`config.mk`:
```
export PLATFORM = sky130hd
export DESIGN_NAME = dram_cmd_scheduler
export DESIGN_NICKNAME = d
export VERILOG_FILES = /design/src/rtl/dram_cmd_scheduler.sv
export SDC_FILE = /design/constraint.sdc
export NUM_CORES = 1
export LEC_CHECK = 0
export CORE_ASPECT_RATIO = 1.5
export CORE_MARGIN = 4
export CORE_UTILIZATION = 47
export DETAILED_ROUTE_END_ITERATION = 10
export GPL_ROUTABILITY_DRIVEN = 0
export PLACE_DENSITY_LB_ADDON = 0.08
export SLEW_MARGIN = 15
export SYNTH_ARGS = -nofsm -noshare
export SYNTH_HDL_FRONTEND = slang
export SYNTH_SLANG_ARGS = --single-unit
```
`constraint.sdc`:
```
create_clock -name CPU_clk -period 16 [get_ports CPU_clk]
set_clock_uncertainty 0.2 [all_clocks]
set_input_delay 4.8 -clock CPU_clk [delete_from_list [all_inputs] [get_ports CPU_clk]]
set_output_delay 4.8 -clock CPU_clk [all_outputs]
set_load 0.01 [all_outputs]
```
`src/rtl/dram_cmd_scheduler.sv`:
```
// rtl/dram_cmd_scheduler.sv - in-order open-page DRAM command scheduler
module dram_cmd_scheduler #(
  parameter int ADDRESS_WIDTH = 33,
  parameter int T_RCD   = 24,
  parameter int T_RP    = 24,
  parameter int T_RAS   = 52,
  parameter int T_CL    = 24,
  parameter int T_CWL   = 20,
  parameter int T_BURST = 4,
  parameter int T_RTP   = 12,
  parameter int T_WR    = 20
) (
  input  logic                     CPU_clk,
  input  logic                     rst,
  input  logic                     req_valid,
  output logic                     req_ready,
  input  logic [1:0]               opcode_in,
  input  logic [ADDRESS_WIDTH-1:0] address_in,
  output logic                     cmd_valid,
  output logic [1:0]               cmd,
  output logic [1:0]               cmd_bg,
  output logic [1:0]               cmd_bank,
  output logic [14:0]              cmd_row,
  output logic [10:0]              cmd_col,
  output logic                     done_s,
  output logic                     busy
);

  localparam logic [1:0] OP_DATA_WRITE = 2'd1;

  localparam logic [1:0] CMD_ACT = 2'd0;
  localparam logic [1:0] CMD_PRE = 2'd1;
  localparam logic [1:0] CMD_RD  = 2'd2;
  localparam logic [1:0] CMD_WR  = 2'd3;

  localparam int WR_HOLD = T_CWL + T_BURST + T_WR;
  localparam int RD_DONE = T_CL + T_BURST;
  localparam int WR_DONE = T_CWL + T_BURST;

  function automatic int max2(input int a, input int b);
    return (a > b) ? a : b;
  endfunction

  localparam int MAX_T = max2(max2(max2(T_RAS, WR_HOLD), max2(RD_DONE, WR_DONE)),
                              max2(max2(T_RCD, T_RP), T_RTP));
  localparam int CW = $clog2(MAX_T + 1);

  // Counters are loaded with N-1 on the issuing phase edge and checked for 0, so a
  // constraint of N DRAM cycles lands the next command exactly N phase edges later.
  localparam logic [CW-1:0] LD_RAS     = CW'(T_RAS - 1);
  localparam logic [CW-1:0] LD_RCD     = CW'(T_RCD - 1);
  localparam logic [CW-1:0] LD_RP      = CW'(T_RP - 1);
  localparam logic [CW-1:0] LD_RTP     = CW'(T_RTP - 1);
  localparam logic [CW-1:0] LD_WR_HOLD = CW'(WR_HOLD - 1);
  localparam logic [CW-1:0] LD_RD_DONE = CW'(RD_DONE - 1);
  localparam logic [CW-1:0] LD_WR_DONE = CW'(WR_DONE - 1);

  typedef enum logic [2:0] {
    S_IDLE,
    S_DECODE,
    S_PRE,
    S_ACT,
    S_COL,
    S_WAIT_DONE
  } state_t;

  state_t state, state_nx;

  logic          phase;
  logic          req_wr;
  logic [3:0]    req_bank;
  logic [14:0]   req_row;
  logic [10:0]   req_col;

  logic [15:0]   open_valid;
  logic [14:0]   open_row [16];
  logic [CW-1:0] pre_wait [16];
  logic [CW-1:0] gap_cnt;
  logic [CW-1:0] done_cnt;

  logic          accept;
  logic          issue_pre;
  logic          issue_act;
  logic          issue_col;
  logic          finish;
  logic          row_open;
  logic          row_hit;
  logic [CW-1:0] pw_ticked;
  logic [CW-1:0] pw_col_ld;

  logic          unused_addr_bits;
  assign unused_addr_bits = ^address_in[2:0];

  function automatic logic [CW-1:0] tick(input logic [CW-1:0] v);
    return (v == '0) ? '0 : v - CW'(1);
  endfunction

  assign row_open  = open_valid[req_bank];
  assign row_hit   = row_open && (open_row[req_bank] == req_row);
  assign pw_ticked = tick(pre_wait[req_bank]);
  assign pw_col_ld = req_wr ? ((pw_ticked > LD_WR_HOLD) ? pw_ticked : LD_WR_HOLD)
                            : ((pw_ticked > LD_RTP) ? pw_ticked : LD_RTP);
  assign busy      = (state != S_IDLE);

  always_ff @(posedge CPU_clk or posedge rst) begin
    if (rst) begin
      state <= S_IDLE;
    end else begin
      state <= state_nx;
    end
  end

  always_comb begin
    state_nx  = state;
    accept    = 1'b0;
    issue_pre = 1'b0;
    issue_act = 1'b0;
    issue_col = 1'b0;
    finish    = 1'b0;
    case (state)
      S_IDLE: begin
        if (req_valid && req_ready) begin
          accept   = 1'b1;
          state_nx = S_DECODE;
        end
      end
      S_DECODE: begin
        if (row_hit) begin
          state_nx = S_COL;
        end else if (!row_open) begin
          state_nx = S_ACT;
        end else begin
          state_nx = S_PRE;
        end
      end
      S_PRE: begin
        if (phase && (pre_wait[req_bank] == '0)) begin
          issue_pre = 1'b1;
          state_nx  = S_ACT;
        end
      end
      S_ACT: begin
        if (phase && (gap_cnt == '0)) begin
          issue_act = 1'b1;
          state_nx  = S_COL;
        end
      end
      S_COL: begin
        if (phase && (gap_cnt == '0)) begin
          issue_col = 1'b1;
          state_nx  = S_WAIT_DONE;
        end
      end
      S_WAIT_DONE: begin
        if (phase && (done_cnt == '0)) begin
          finish   = 1'b1;
          state_nx = S_IDLE;
        end
      end
      default: state_nx = S_IDLE;
    endcase
  end

  always_ff @(posedge CPU_clk or posedge rst) begin
    if (rst) begin
      phase      <= 1'b0;
      req_ready  <= 1'b0;
      cmd_valid  <= 1'b0;
      cmd        <= 2'd0;
      cmd_bg     <= 2'd0;
      cmd_bank   <= 2'd0;
      cmd_row    <= 15'd0;
      cmd_col    <= 11'd0;
      done_s     <= 1'b0;
      req_wr     <= 1'b0;
      req_bank   <= 4'd0;
      req_row    <= 15'd0;
      req_col    <= 11'd0;
      open_valid <= '0;
      gap_cnt    <= '0;
      done_cnt   <= '0;
      for (int i = 0; i < 16; i++) begin
        open_row[i] <= '0;
        pre_wait[i] <= '0;
      end
    end else begin
      phase     <= ~phase;
      req_ready <= (state_nx == S_IDLE);
      cmd_valid <= issue_pre | issue_act | issue_col;
      done_s    <= finish;

      if (accept) begin
        req_wr   <= (opcode_in == OP_DATA_WRITE);
        req_row  <= address_in[32:18];
        req_col  <= {address_in[17:10], address_in[5:3]};
        req_bank <= {address_in[7:6], address_in[9:8]};
      end

      // One DRAM cycle elapses per phase=1 edge; issue loads below override the tick.
      if (phase) begin
        gap_cnt  <= tick(gap_cnt);
        done_cnt <= tick(done_cnt);
        for (int i = 0; i < 16; i++) begin
          pre_wait[i] <= tick(pre_wait[i]);
        end
      end

      if (issue_pre | issue_act | issue_col) begin
        cmd_bg   <= req_bank[3:2];
        cmd_bank <= req_bank[1:0];
      end

      if (issue_pre) begin
        cmd                  <= CMD_PRE;
        open_valid[req_bank] <= 1'b0;
        gap_cnt              <= LD_RP;
      end

      if (issue_act) begin
        cmd                  <= CMD_ACT;
        cmd_row              <= req_row;
        open_valid[req_bank] <= 1'b1;
        open_row[req_bank]   <= req_row;
        pre_wait[req_bank]   <= LD_RAS;
        gap_cnt              <= LD_RCD;
      end

      if (issue_col) begin
        cmd                <= req_wr ? CMD_WR : CMD_RD;
        cmd_col            <= req_col;
        pre_wait[req_bank] <= pw_col_ld;
        done_cnt           <= req_wr ? LD_WR_DONE : LD_RD_DONE;
      end
    end
  end

endmodule

```
==> out/results.ini, run 1 <==
[place]
dp_hpwl_um = 44180
port_buffers = 70

[power]
clkPwrFrac_pct = 20.8
p_leak_nw = 11.36
power_frac_comb_pct = 45.5
peakVddDrop_mv = 0.2003
p_per_area_mw_per_mm2 = 195.6
sequentialPowerShare_pct = 33.7
switching_share_pct = 45.65
p_sw_mw = 2.264
p_int_mw = 2.696

[logic_synthesis]
synth_edf_count = 0
synth_seq_cells = 434
synth-adder-area-share_pct = 1.156
synthMuxAreaShare_pct = 22.00
synth_area_per_cell_sq_um = 10.84
synth-compound-area-share_pct = 10.12
synth_top_family_by_area = multiplexers
yosysWarningCount = 0
synth_nets = 2155
synth-seq-area-share_pct = 47.79
synth_ff_type = dfrtp_1
synthSimpleGateAreaFrac_pct = 14.26
ys_async_sr_fraction_pct = 100.0
synth-xor-area-share_pct = 0.3854
synthDistinctLibCells = 68
netlist_instances = 2096
syn_area_sq_mm = 0.02273

[floorplanning]
placeableCoreArea_sq_mm = 0.04782
die_y_um = 277.3
rows = 98
die_w_um = 187.5
start_util_pct = 47.52
dieArea_sq_mm = 0.05201
ioPinCount = 74

[sta]
max_freq_mhz = 135.0
worst_hold_slack_ps = 265.4
worstMarginPinSlew_ps = 1187
rsz0062_at_grt = false
fin_crit_sh_pct = 46.28
finalCriticalPeriod_ps = 7405
hold_violations = 0
relSlewSlack_pct = 20.88
finalMaxSlewViolations = 0
setup_viol = 0
setup-tns-final_ps = 0

[run]
maxCapViolCount = 0

[hold_path]
hold_path.class = reg2reg

[detailed_routing]
drc = 0
maxUsedRoutingLayer = met4
postRouteAntennaNets = 0
routed_wl_um = 68580
dr_wl_met2_um = 34660
wl_per_cell_um = 25.09
drt-initial-drc-count = 1218
wl_met1_um = 26850
num_vias = 17190
via_per_inst = 6.288
drt-pass1-iter-count = 7
wl_met3_um = 3483

[clock_tree]
post_cts_resized = 0
cts_root_buf = clkbuf_16
holdBufCountCts = 0
numCtsBuffers = 44
postCtsSetupBuffers = 0
clk_latency_ps = 580
clkSinkCount = 434
cts_tree = done
htreeDepth = 2
clk_path_buf_depth = 3
clk_pin_slew_ps = 60

[finish]
layout.nets = 2159
utilization_pct = 53.03
final_common_cell = dfrtp_1
drive_gt1_share_pct = 21.62
mostFrequentLayoutCells = dfrtp_1, nand2_1, mux2_2
area_delta_synth_final_pct = 11.59

[setup_path]
crit_top_cell = buf_4
slowest_stage = buf_4
slowest_delay_ps = 780
cp_cell_sequence = clkdlybuf4s50_1 > clkinvlp_4 > buf_4 > buf_12 > buf_4
worstPathArrival_ps = 7690
crit_path_start_kind = input pin
worst-setup-path-type = in2async
crit_fanout = 169
required_ps = 16290
crit_path_end_kind = async pin

[outcome]
status = finished clean

[global_route]
grt_pass1_vias = 17730
grt_pass1_wl_um = 106700
grt_usage_pct = 26.21
antenna_found_initial = 1
grt_overflow = 0
grt_max_degree = 170

## sequential cells by signal, summed over array words and instances, names as in the netlist, 4 cells and up, named ones only
register,flops
req_col,11
open_row,240
cmd_row,15
gap_cnt,6
cmd_col,11
done_cnt,6
req_bank,4
req_row,15
open_valid,15
pre_wait,96
## power by group through the flow
stage | Sequential, mW | Combinational, mW | Clock (mW)
CTS | 1.67 | 2.23 | 1.05
global route | 1.71 | 2.41 | 1.10
global placement | 1.68 | 2.19 | 0
detailed placement | 1.69 | 2.22 | 0
floorplan | 1.50 | 1.56 | 0
finish | 1.67 | 2.26 | 1.03
## cell families after synthesis
| kind of cell | Yosys count |
|---|---|
| simple gates | 677 |
| flops | 434 |
| compound gates | 367 |
| mux | 360 |
| buf+inv | 227 |
| fa+ha+maj | 21 |
| xor+xnor | 10 |
## layout make-up
class / instances / area (sq um)
clock buffer: 66 / 1264
sequential: 434 / 10870
timing repair buffer: 119 / 1081
clock inverter: 12 / 140.1
fill: 4200 / 22460
antenna: 1 / 2.502
inverter: 66 / 251.5
multi-input combinational: 1435 / 11000
tap: 600 / 750.7
## Yosys cell counts (all sizes together), types with 5 or more instances
master | instances | share of area, %
nor3 | 115 | 2.6
o21a | 9 | 0.30
nor2 | 97 | 1.6
nand3 | 63 | 1.4
a21oi | 60 | 1.3
nor2b | 12 | 0.33
or3 | 14 | 0.39
nand2b | 9 | 0.25
xnor2 | 8 | 0.31
a22oi | 17 | 0.56
a221oi | 10 | 0.39
nor3b | 7 | 0.23
nand3b | 6 | 0.20
a32o | 5 | 0.22
mux2i | 43 | 1.9
and3 | 28 | 0.77
clkbuf | 96 | 1.6
o21ai | 136 | 3.0
nand2 | 236 | 3.9
a2111oi | 9 | 0.35
a211oi | 13 | 0.43
mux4 | 85 | 8.6
buf | 65 | 1.6
nor4 | 11 | 0.30
a22o | 14 | 0.54
o211ai | 5 | 0.17
a31oi | 53 | 1.5
mux2 | 232 | 11
nand4 | 42 | 1.2
and3b | 9 | 0.35
or2 | 10 | 0.28
dfrtp | 434 | 48
and2 | 11 | 0.30
inv | 66 | 1.1
ha | 21 | 1.2
## worst paths after layout
path,from,end,slack [ps],cells past startpoint
setup / recovery,rst,req_bank[1],8600,5
hold / removal,req_col[5],cmd_col[5],270,2
setup reg to reg,req_bank[1],pre_wait[57],10710,12
hold reg to reg,req_col[5],cmd_col[5],270,2
max in group CPU_clk,state[0],busy,8990,3
min in group asynchronous,rst,pre_wait[30],4640,3
## worst max-delay path: cells and delay by family
family                 cells  cell delay, ps
buffers and inverters      5            2490
## per-layer routing
layer  up-vias  global-route usage (%)
met4         0                   12.47
met5         -                       0
met2       562                   45.76
li1       7686                       -
met3       198                   3.487
met1      8740                   32.20
## stage by stage
stage | total power, mW | cells | setup WS, ps | area (sq um)
2_1_floorplan | 3.055 | 2096 | 5139 | 22730
3_3_place_gp | 3.874 | 2654 | 8000 | 23950
3_5_place_dp | 3.909 | 2654 | 7920 | 23950
4_1_cts | 4.951 | 2732 | 8519 | 25360
5_1_grt | 5.211 | 2733 | 8185 | 25360
6_report | 4.961 | 2733 | 8595 | 25360
(Power assumes the default switching activity.)
==> run 2: changes to the inputs <==
Clock period 16 ns to 7 ns, I/O delays scaled along.
==> out/results.ini, run 2 (synthesis gave the netlist of run 1 again) <==
[finish]
area_delta_synth_final_pct = 12.07
utilization_pct = 53.26  ; +0.23 points
layout.nets = 2157  ; -0.093%
final_common_cell = dfrtp_1
top_register = open_row
final_cell_area_sq_mm = 0.02547  ; +0.43%
mostFrequentLayoutCells = dfrtp_1, nand2_1, mux2_2
drive_gt1_share_pct = 21.85  ; +0.22 points
top_regs = open_row: 240 flops, pre_wait: 96 flops
largest_reg_flops = 240  ; unchanged
antenna_cells = 0  ; -1

[sta]
worstMarginPinSlew_ps = 1225  ; +37.83 ps
relSlewSlack_pct = 18.36  ; -2.5 points
setup_ws_ps = 1911  ; -6684 ps
hold_violations = 0  ; unchanged
setup_viol = 0  ; unchanged
fin_crit_sh_pct = 72.69
finalMaxSlewViolations = 0  ; unchanged
max_freq_mhz = 196.5
rsz0062_at_grt = false
finalCriticalPeriod_ps = 5089

[setup_path]
worst-setup-path-type = reg2reg
required_ps = 7200  ; -9090 ps
slowest_delay_ps = 980  ; +200 ps
crit_path_start_kind = register
slowest_stage = o31ai_4
crit_family = compound AO/OA/AOI/OAI gates
crit_path_end_kind = register
cp_num_buf_inv = 1  ; -4
crit_fanout = 74  ; -56%
worstPathArrival_ps = 5280  ; -2410 ps
cp_cell_sequence = buf_12 > mux4_2 > a22o_1 > nor2_1 > nand3_1 > o21a_1 > o31ai_4 > a31oi_1

[global_route]
grt_usage_pct = 25.99  ; -0.23 points
grt_max_degree = 164  ; -3.5%
grt_overflow = 0  ; unchanged
grt_pass1_wl_um = 106000  ; -0.72%
grt_pass1_vias = 17480  ; -1.4%
antenna_found_initial = 0  ; -1

[floorplanning]
die_w_um = 187.5  ; unchanged
die_y_um = 277.3  ; unchanged
start_util_pct = 47.52  ; unchanged
ioPinCount = 74  ; unchanged
dieArea_sq_mm = 0.05201  ; unchanged
placeableCoreArea_sq_mm = 0.04782  ; unchanged
rows = 98  ; unchanged

[clock_tree]
post_cts_resized = 0  ; unchanged
htreeDepth = 2  ; unchanged
clkSinkCount = 434  ; unchanged
clk_path_buf_depth = 3  ; unchanged
cts_tree = done
postCtsSetupBuffers = 0  ; unchanged
cts_root_buf = clkbuf_16
clk_latency_ps = 570  ; about the same
clk_pin_slew_ps = 60  ; about the same
numCtsBuffers = 43  ; -2.3%
holdBufCountCts = 0  ; unchanged

[detailed_routing]
postRouteAntennaNets = 0  ; unchanged
wl_per_cell_um = 24.92  ; -0.69%
num_vias = 17050  ; -0.80%
drc = 0  ; unchanged
routed_wl_um = 68110  ; -0.69%
drt-pass1-iter-count = 5  ; -2
via_per_inst = 6.238  ; -0.80%
drt-initial-drc-count = 1114  ; -8.5%

[power]
p_per_area_mw_per_mm2 = 450.5  ; +130%
power_mw = 11.47  ; +130%
peakVddDrop_mv = 0.7361  ; +270%
p_leak_nw = 11.41  ; +0.48%

[outcome]
status = finished clean

[place]
port_buffers = 70  ; unchanged
place_area_sq_mm = 0.02397  ; about the same
dp_slack_ps = 1929  ; -5991 ps
dp_hpwl_um = 44570  ; +0.87%

[hold_path]
hold_path.class = reg2reg

[run]
maxCapViolCount = 0  ; unchanged

## run 2: metrics by stage
stage,setup TNS (ps),hold slack (ps),std cells
detailed placement,0,248.2,2652
floorplan,-504020,234.8,2096
global route,0,288.4,2733
global placement,0,245.7,2652
finish,0,259.9,2733
CTS,0,261.8,2732
## run 2: final timing paths
kind | cells after the start | endpoint | start | slack (ps)
worst min-delay path | 2 | cmd_col[5] | req_col[5] | 260
min in group asynchronous | 2 | pre_wait[30] | rst | 1760
max in group asynchronous | 3 | req_row[6] | rst | 3500
worst max register to register | 8 | pre_wait[70] | req_bank[1] | 1910
worst min register to register | 2 | cmd_col[5] | req_col[5] | 260
worst max-delay path | 8 | pre_wait[70] | req_bank[1] | 1910
## run 2: worst register-to-register path: stages, from the launching register on
cell	delay, ps
dfrtp_4	910
buf_12	490
mux4_2	630
a22o_1	230
nor2_1	590
nand3_1	360
o21a_1	330
o31ai_4	980
a31oi_1	190
## run 2: layout make-up
type,count,area (sq um)
Sequential cell,434,10870
Clock buffer,67,1326
Fill cell,4247,22350
Inverter,66,251.5
Timing Repair Buffer,118,1136
Multi-Input combinational cell,1435,10980
Tap cell,600,750.7
Clock inverter,13,151.4
## run 2: power breakdown
| group | switching (mW) | internal, mW |
|---|---|---|
| Sequential | 0.837 | 3.03 |
| Combinational | 3.30 | 1.89 |
| Clock | 1.03 | 1.39 |
## run 2: layer usage
layer  track usage (%)  up-vias  wire length (um)
met5                 0        -                 0
met4             9.680        0              2721
met3             2.820      150              2809
met2             46.92      471             35830
met1             32.13     8725             26740
li1                  -     7702                 -
